[src/rtl/i_execute_pkg.sv]
// Shared encodings for the execute stage: ALUOp values, R-type funct codes
// and the 4-bit ALU operation codes driven into the ALU.
package i_execute_pkg;

  typedef enum logic [1:0] {
    AluopAdd   = 2'b00,
    AluopSub   = 2'b01,
    AluopRtype = 2'b10,
    AluopRsvd  = 2'b11
  } aluop_e;

  localparam logic [5:0] FunctAdd = 6'b100000;
  localparam logic [5:0] FunctSub = 6'b100010;
  localparam logic [5:0] FunctAnd = 6'b100100;
  localparam logic [5:0] FunctOr  = 6'b100101;
  localparam logic [5:0] FunctSlt = 6'b101010;

  // AluZero is not a real operation: it forces a zero result for undefined encodings.
  typedef enum logic [3:0] {
    AluAnd  = 4'b0000,
    AluOr   = 4'b0001,
    AluAdd  = 4'b0010,
    AluSub  = 4'b0110,
    AluSlt  = 4'b0111,
    AluZero = 4'b1111
  } alu_op_e;

endpackage

[src/rtl/i_execute_alu.sv]
// Combinational 32-bit ALU with zero flag for the execute stage.
module i_execute_alu
  import i_execute_pkg::*;
(
  input  alu_op_e     i_op,
  input  logic [31:0] i_a,
  input  logic [31:0] i_b,
  output logic [31:0] o_result,
  output logic        o_zero
);

  logic [31:0] w_result;

  always_comb begin
    w_result = 32'd0;
    case (i_op)
      AluAnd:  w_result = i_a & i_b;
      AluOr:   w_result = i_a | i_b;
      AluAdd:  w_result = i_a + i_b;
      AluSub:  w_result = i_a - i_b;
      AluSlt:  w_result = ($signed(i_a) < $signed(i_b)) ? 32'd1 : 32'd0;
      default: w_result = 32'd0;
    endcase
  end

  assign o_result = w_result;
  assign o_zero   = (w_result == 32'd0);

endmodule

[src/rtl/i_execute.sv]
// Execute stage: ALU control, operand/destination muxes, branch-target adder
// and the EX/MEM pipeline register with flush and stall.
module i_execute
  import i_execute_pkg::*;
(
  input  logic        clk,
  input  logic        rst,
  input  logic        stall,
  input  logic        flush,
  input  logic [1:0]  wb_ctlout,
  input  logic [2:0]  m_ctlout,
  input  logic        regdst,
  input  logic        alusrc,
  input  logic [1:0]  aluop,
  input  logic [31:0] npcout,
  input  logic [31:0] rdata1out,
  input  logic [31:0] rdata2out,
  input  logic [31:0] s_extendout,
  input  logic [4:0]  instrout_2016,
  input  logic [4:0]  instrout_1511,
  output logic [1:0]  ex_mem_wb,
  output logic        ex_mem_branch,
  output logic        ex_mem_memread,
  output logic        ex_mem_memwrite,
  output logic [31:0] ex_mem_add_result,
  output logic        ex_mem_zero,
  output logic [31:0] ex_mem_alu_result,
  output logic [31:0] ex_mem_rdata2,
  output logic [4:0]  ex_mem_muxout
);

  alu_op_e     w_alu_op;
  logic [31:0] w_alu_b;
  logic [31:0] w_alu_result;
  logic        w_zero;
  logic [31:0] w_add_result;
  logic [4:0]  w_muxout;

  logic [1:0]  r_wb;
  logic        r_branch;
  logic        r_memread;
  logic        r_memwrite;
  logic [31:0] r_add_result;
  logic        r_zero;
  logic [31:0] r_alu_result;
  logic [31:0] r_rdata2;
  logic [4:0]  r_muxout;

  always_comb begin
    w_alu_op = AluZero;
    unique case (aluop)
      AluopAdd: w_alu_op = AluAdd;
      AluopSub: w_alu_op = AluSub;
      AluopRtype: begin
        case (s_extendout[5:0])
          FunctAdd: w_alu_op = AluAdd;
          FunctSub: w_alu_op = AluSub;
          FunctAnd: w_alu_op = AluAnd;
          FunctOr:  w_alu_op = AluOr;
          FunctSlt: w_alu_op = AluSlt;
          default:  w_alu_op = AluZero;
        endcase
      end
      AluopRsvd: w_alu_op = AluZero;
      default:   w_alu_op = AluZero;
    endcase
  end

  assign w_alu_b      = alusrc ? s_extendout : rdata2out;
  assign w_muxout     = regdst ? instrout_1511 : instrout_2016;
  // Shift inside a 32-bit context so the top two immediate bits fall off.
  assign w_add_result = npcout + (s_extendout << 2);

  i_execute_alu u_alu (
    .i_op     (w_alu_op),
    .i_a      (rdata1out),
    .i_b      (w_alu_b),
    .o_result (w_alu_result),
    .o_zero   (w_zero)
  );

  // Flush bubbles only the control bits; data still loads so the slot is well defined.
  always_ff @(posedge clk or posedge rst) begin
    if (rst) begin
      r_wb         <= 2'b00;
      r_branch     <= 1'b0;
      r_memread    <= 1'b0;
      r_memwrite   <= 1'b0;
      r_add_result <= 32'd0;
      r_zero       <= 1'b0;
      r_alu_result <= 32'd0;
      r_rdata2     <= 32'd0;
      r_muxout     <= 5'd0;
    end else if (flush || !stall) begin
      r_wb         <= flush ? 2'b00 : wb_ctlout;
      r_branch     <= flush ? 1'b0 : m_ctlout[2];
      r_memread    <= flush ? 1'b0 : m_ctlout[1];
      r_memwrite   <= flush ? 1'b0 : m_ctlout[0];
      r_add_result <= w_add_result;
      r_zero       <= w_zero;
      r_alu_result <= w_alu_result;
      r_rdata2     <= rdata2out;
      r_muxout     <= w_muxout;
    end
  end

  assign ex_mem_wb         = r_wb;
  assign ex_mem_branch     = r_branch;
  assign ex_mem_memread    = r_memread;
  assign ex_mem_memwrite   = r_memwrite;
  assign ex_mem_add_result = r_add_result;
  assign ex_mem_zero       = r_zero;
  assign ex_mem_alu_result = r_alu_result;
  assign ex_mem_rdata2     = r_rdata2;
  assign ex_mem_muxout     = r_muxout;

endmodule

[config.mk]
export PLATFORM = sky130hd
export DESIGN_NAME = i_execute
export DESIGN_NICKNAME = d
export VERILOG_FILES = /design/src/rtl/i_execute_pkg.sv /design/src/rtl/i_execute_alu.sv /design/src/rtl/i_execute.sv
export SDC_FILE = /design/constraint.sdc
export NUM_CORES = 1
export LEC_CHECK = 0
export BUFFER_PORTS_ARGS = -buffer_cell sky130_fd_sc_hd__buf_4
export CORE_UTILIZATION = 45
export DETAILED_ROUTE_END_ITERATION = 16
export MAX_ROUTING_LAYER = met4
export PLACE_DENSITY = 0.69
export REMOVE_ABC_BUFFERS = 1
export SETUP_SLACK_MARGIN = 0.5
export SLEW_MARGIN = 20
export SYNTH_ARGS = -nofsm -noshare
export SYNTH_HDL_FRONTEND = slang
export SYNTH_HIERARCHICAL = 1
export SYNTH_SLANG_ARGS = --single-unit
[constraint.sdc]
create_clock -name clk -period 3.1 [get_ports clk]
set_input_delay 0.465 -clock clk [delete_from_list [all_inputs] [get_ports clk]]
set_output_delay 0.465 -clock clk [all_outputs]
set_load 0.02 [all_outputs]
### After elaboration in Yosys (flattened, before gate mapping)

Cells that the tools add are included.

| cells by class | value |
|---|---|
| eq/ne operators | 12 |
| bitwise gates (word level) | 2 |
| add/subtract/negate cells | 3 |
| multiplexer cells | 10 |
| reductions and logical operators | 5 |
| magnitude comparators | 1 |

Operators with widths:

| operator | number |
|---|---|
| 32-bit one-hot mux with 5 select lines | 1 |
| 32-bit adder | 2 |
| 32-bit bitwise AND | 1 |
| 32-bit logical NOT | 1 |
| 32-bit < comparator | 1 |
| 32-bit two-way mux | 1 |
| 32-bit bitwise OR | 1 |
| 32-bit subtractor | 1 |
| 6-bit equality test, second input constant | 5 |
| 4-bit one-hot mux with 5 select lines | 1 |
| 4-bit one-hot mux with 4 select lines | 1 |
| 4-bit by 3-bit equality test with 1-bit output, second input constant | 2 |
| 5-bit two-way mux | 1 |
| 2-bit equality test, second input constant | 2 |
| 4-bit by 1-bit equality test with 1-bit output, second input constant | 1 |
| 4-bit by 2-bit equality test with 1-bit output, second input constant | 1 |
| 4-bit logical NOT | 1 |
| 1-bit two-way mux | 4 |
| 2-bit by 1-bit equality test with 1-bit output, second input constant | 1 |
| 2-bit logical NOT | 1 |
| 2-bit two-way mux | 1 |
| 1-bit logical NOT | 1 |
| 1-bit logical OR | 1 |

| word-level totals | value |
|---|---|
| register bits after elaboration | 107 |
| word-level logic and storage cells | 42 |
| bits of input ports | 151 |
| output and inout bits | 107 |

### Longest topological paths before layout

| logic depth | value |
|---|---|
| depth after elaboration | 6 |
| depth in mapped cells | 19 |
| mapped depth without buffers | 17 |

### Modules after synthesis

Netlist, hierarchy kept.

By module, submodules not included:

| module | cells an instance | times used | area an instance (um2) |
|---|---|---|---|
| i_execute | 708 | 1 | 6,078.3 |
| i_execute_alu | 853 | 1 | 5,466.5 |

### Worst setup path before layout

OpenSTA, ideal clock, no wires.

| timing path | value |
|---|---|
| kind | in2reg |
| from | in alusrc |
| to | reg r_zero (netlist: ex_mem_zero) |
| stages | 18 |
| data required time | 3.035 ns |
| data arrival time | 4.563 ns |
| path slack | -1.528 ns |
| cells stage by stage | clkbuf_1 -> buf_1 -> mux2_2 -> inv_1 -> ha_1 -> or4_4 -> or4_4 -> a21oi_4 -> o311ai_4 -> a2111oi_4 -> o211ai_2 -> a22oi_2 -> o211ai_1 -> o41a_1 -> or4_1 -> nor2_1 -> nand2_1 -> nand2_1 |

| between the ends | value |
|---|---|
| elaborated cells on any way between the ends | 9 |
| classes of those cells | add/sub (2); order compare (1); mux (3); bitwise (2); reduce/logical (1) |

RTL lines:

| element | RTL line | source |
|---|---|---|
| start, declared | i_execute.sv:13 | `input logic alusrc,` |
| 32-bit two-way mux (*) | i_execute.sv:69 | `assign w_alu_b = alusrc ? s_extendout : rdata2out;` |
| named net w_alu_b[9] | i_execute.sv:33 | `logic [31:0] w_alu_b;` |
| 32-bit subtractor or 32-bit adder (tied branches) | i_execute_alu.sv:20, i_execute_alu.sv:19 |  |
| 32-bit one-hot mux with 5 select lines (*) | i_execute_alu.sv:16 | `case (i_op)` |
| named net w_alu_result[31] | i_execute.sv:34 | `logic [31:0] w_alu_result;` |
| 32-bit logical NOT (*) | i_execute_alu.sv:27 | `assign o_zero = (w_result == 32'd0);` |
| named net w_zero | i_execute.sv:35 | `logic w_zero;` |
| end signal, assigned | i_execute.sv:100 | `r_zero <= w_zero;` |
| end, declared | i_execute.sv:44 | `logic r_zero;` |

The timed path passes the listed nets; every way through them passes the cells marked *.
A chain may end at the register's enable or synchronous reset.

### Final worst setup path

| timing path | value |
|---|---|
| from | in alusrc |
| to | reg r_zero (netlist: ex_mem_zero) |

| between the ends | value |
|---|---|
| cells in the longest elaborated chain, start to end | 5 |
| elaborated cells on any way between the ends | 9 |
| classes of those cells | add/sub (2); order compare (1); mux (3); bitwise (2); reduce/logical (1) |

Ends and longest elaborated chain:

| element | RTL line | source |
|---|---|---|
| 32-bit two-way mux (*) | i_execute.sv:69 |  |
| named net w_alu_b[0] | i_execute.sv:33 |  |
| 32-bit < comparator | i_execute_alu.sv:21 | `AluSlt: w_result = ($signed(i_a) < $signed(i_b)) ? 32'd1 : 32'd0;` |
| 1-bit two-way mux | i_execute_alu.sv:21 |  |
| 32-bit one-hot mux with 5 select lines (*) | i_execute_alu.sv:16 |  |
| 32-bit logical NOT (*) | i_execute_alu.sv:27 |  |
| named net w_zero | i_execute.sv:35 |  |

Marked as above.

==> results.py <==
metrics = {
    "logic_synthesis": {
        "synth_top_area_share_pct": 23.2,
        "netlist_instances": 1561,
        "synth-seq-area-share_pct": 23.2,
        "yosys_warnings": 6,
        "syn_avg_cell_area_um2": 7.40,
        "synth_cell_types": 79,
        "synth.ff_latch_count": 107,
        "ys_async_sr_fraction_pct": 100,
        "synth_edf_count": 0,
        "synth_common_cells": "311 x nand2_1, 127 x a21oi_1, 127 x ha_1, 117 x inv_1, 112 x nor2_1",
        "synth_area_leaders": "dfrtp_1 23%, ha_1 14%, nand2_1 10%, a21oi_1 5.5%, inv_1 3.8%",
        "synth-main-ff-cell": "dfrtp_1",
        "yosys.cell_count.top_type": "nand2_1",
        "synth_top_cell_by_area": "dfrtp_1",
        "netlist_area_um2": 11500,
    },
    "placement": {
        "hpwl_um": 41800,
        "port-buffer-count": 257,
        "gp_congestion": 1.01,
        "place_ws_ns": -1.60,
    },
    "clock_tree": {
        "cts_buffers": 9,
        "cts-root-buf": "clkbuf_16",
        "cts.path.max_buffers": 2,
        "h-tree-depth": 3,
        "clkTransAtPathRegs_ns": 0.09,
        "cts_hold_buffers": 0,
        "clk_latency_ns": 0.36,
        "cts_sinks": 107,
        "cts_tree": "yes",
    },
    "critical_path": {
        "cp-end-kind": "register",
        "cp.required_ns": 3.40,
        "critPathKind": "primary input to register",
        "critPathLaunchType": "primary input",
        "cp_data_arrival_time_ns": 4.36,
        "cp_max_fo": 6,
    },
    "timing": {
        "report.final.slew_viol_count": 0,
        "worst_pin_slew_ns": 0.863,
        "relSlewSlack_pct": 42.4,
        "timing.final.ws_setup_ns": -0.966,
        "clock_skew_ns": 0,
        "fin_crit_sh_pct": 131,
        "timing.fmax_ghz": 0.246,
        "rsz0062_at_grt": "yes",
        "hold_viol": 0,
        "layout_min_cycle_time_ns": 4.07,
        "setup_viol_count_final": 23,
    },
    "detailed_routing": {
        "dr.pass1.iters": 5,
        "via_per_inst": 5.84,
        "drt_iter0_markers": 1322,
        "totalWireLength_um": 53000,
        "drc": 0,
        "dr_total_vias": 14500,
        "postRouteAntennaNets": 0,
        "wire_per_inst_um": 21.3,
    },
    "status": {
        "violations": "setup timing",
        "status": "complete, but fails checks",
    },
    "min_path": {
        "hold_path.class": "primary input to async pin",
    },
    "grt": {
        "grt_start_max_net_pins": 80,
        "grt_pass1_vias": 14200,
        "grt_pass1_wl_um": 79800,
        "grt_antenna_before_repair": 0,
        "grt_usage_pct": 40.4,
        "grt_overflow": 0,
    },
    "finish": {
        "antenna_cells": 0,
        "syn2layout_area_growth_pct": 56.6,
        "drive_gt1_share_pct": 40.9,
        "utilization_pct": 71.8,
        "nets": 2437,
    },
    "run": {
        "drv_cap": 0,
    },
    "floorplanning": {
        "die_y_um": 162,
        "core_um2": 25200,
        "dieArea_um2": 26300,
        "start_util_pct": 45.8,
        "die_w_um": 162,
        "num_rows": 58,
        "ioPinCount": 258,
    },
    "power": {
        "p_leak_nw": 9.11,
        "irDropWorstVdd_uv": 283,
        "powerDensity_nw_per_um2": 378,
    },
}
[metal layers]
layer | vias to the layer above | part of all wire, % | GRT usage (%)
li1 | 6658 | - | -
met1 | 7036 | 41 | 51.6
met2 | 710 | 47 | 64.3
met3 | 143 | 8.1 | 6.59
met4 | 0 | 3.9 | 14.3
met5 | - | 0 | -
[path summary, 6_finish.rpt]
kind	startpoint	to	slack, ns	cells past startpoint
min in group clk	npcout[1]	ex_mem_add_result[1]	0.30	3
min	rst	ex_mem_add_result[4]	0.12	2
max reg2reg	ex_mem_add_result[26]	ex_mem_add_result[26]	2.30	2
min reg2reg	ex_mem_alu_result[27]	ex_mem_alu_result[27]	0.47	2
max	alusrc	ex_mem_zero	-0.97	19
max in group asynchronous	rst	ex_mem_alu_result[27]	2.19	3
[final cells by class]
cell class	instances	area [um2]
tap	330	413
inverter	119	457
clock buffer	9	225
timing repair buffer	665	5160
multi-input combinational	1254	9060
clock inverter	7	87.6
fill	1933	7100
sequential	107	2680
[worst max-delay path, cell delays in order]
cell and delay [ns]:
buf_12 0.12, mux2_4 0.33, ha_4 0.17, fa_2 0.35
o21ba_4 0.21, or4_4 0.46, buf_6 0.15, a21oi_4 0.16
o31a_1 0.24, a311oi_2 0.12, buf_4 0.17, o21ai_2 0.12
a21oi_2 0.07, xnor2_1 0.15, a211o_1 0.29, or4_1 0.52
nor2_1 0.12, nand2_1 0.05, nand2_1 0.09
[through the flow]
step / total power [W] / hold WS (ns) / instances / instance area, um2 / TNS, ns
4_1_cts: 0.00663 / 0.118 / 2480 / 17700 / -5.83
5_1_grt: 0.00713 / 0.142 / 2491 / 18100 / -10.20
6_report: 0.00684 / 0.116 / 2491 / 18100 / -8.51
3_3_place_gp: 0.00505 / 0.450 / 2447 / 16500 / -24.00
2_1_floorplan: 0.00336 / 0.531 / 1480 / 11200 / -94.75
3_5_place_dp: 0.00510 / 0.457 / 2447 / 16500 / -25.12
[sequential cells by signal (all words and copies together) (netlist names)]
signal,flops
ex_mem_add_result,32
ex_mem_alu_result,32
ex_mem_rdata2,32
ex_mem_muxout,5
ex_mem_wb,2
ex_mem_branch,1
ex_mem_memread,1
ex_mem_memwrite,1
ex_mem_zero,1
[cells in the final DEF (no fill, tap or decap), drive strengths merged, types with 27 or more instances in the layout]
cell type / instances
inv: 123
ha: 127
a21oi: 128
mux2: 34
nand2: 311
dfrtp: 107
nor3: 39
a21o: 27
o21ai: 80
nor2: 112
xnor2: 30
nand3: 28
buf: 665
mux2i: 33
[report_power, final]
group	internal [W]	switching (W)	total (W)
sequential	0.00158	0.000111	0.00169
clock	0.000652	0.000610	0.00126
combinational	0.00178	0.00210	0.00389
[logic make-up after synthesis]
kind of cell	count (synthesis)	synth area share, %
muxes	67	6.18
DFF	107	23.2
AOI/OAI and AO/OA	397	22.5
adders and majority gates	130	14.3
buffers and inverters	200	6.57
xor gates and xnor gates	41	3.11
and+or+nand+nor	619	24.2
[timing repair]
| action | 4_1_cts | 5_1_grt |
|---|---|---|
| pin swaps | 68 | 48 |
| resized for setup | 185 | 62 |
| hold endpoints to repair | 0 | 0 |
| setup endpoints to repair | 31 | 38 |
| setup buffers | 17 | 11 |
Power figures use the tool's default switching activity.
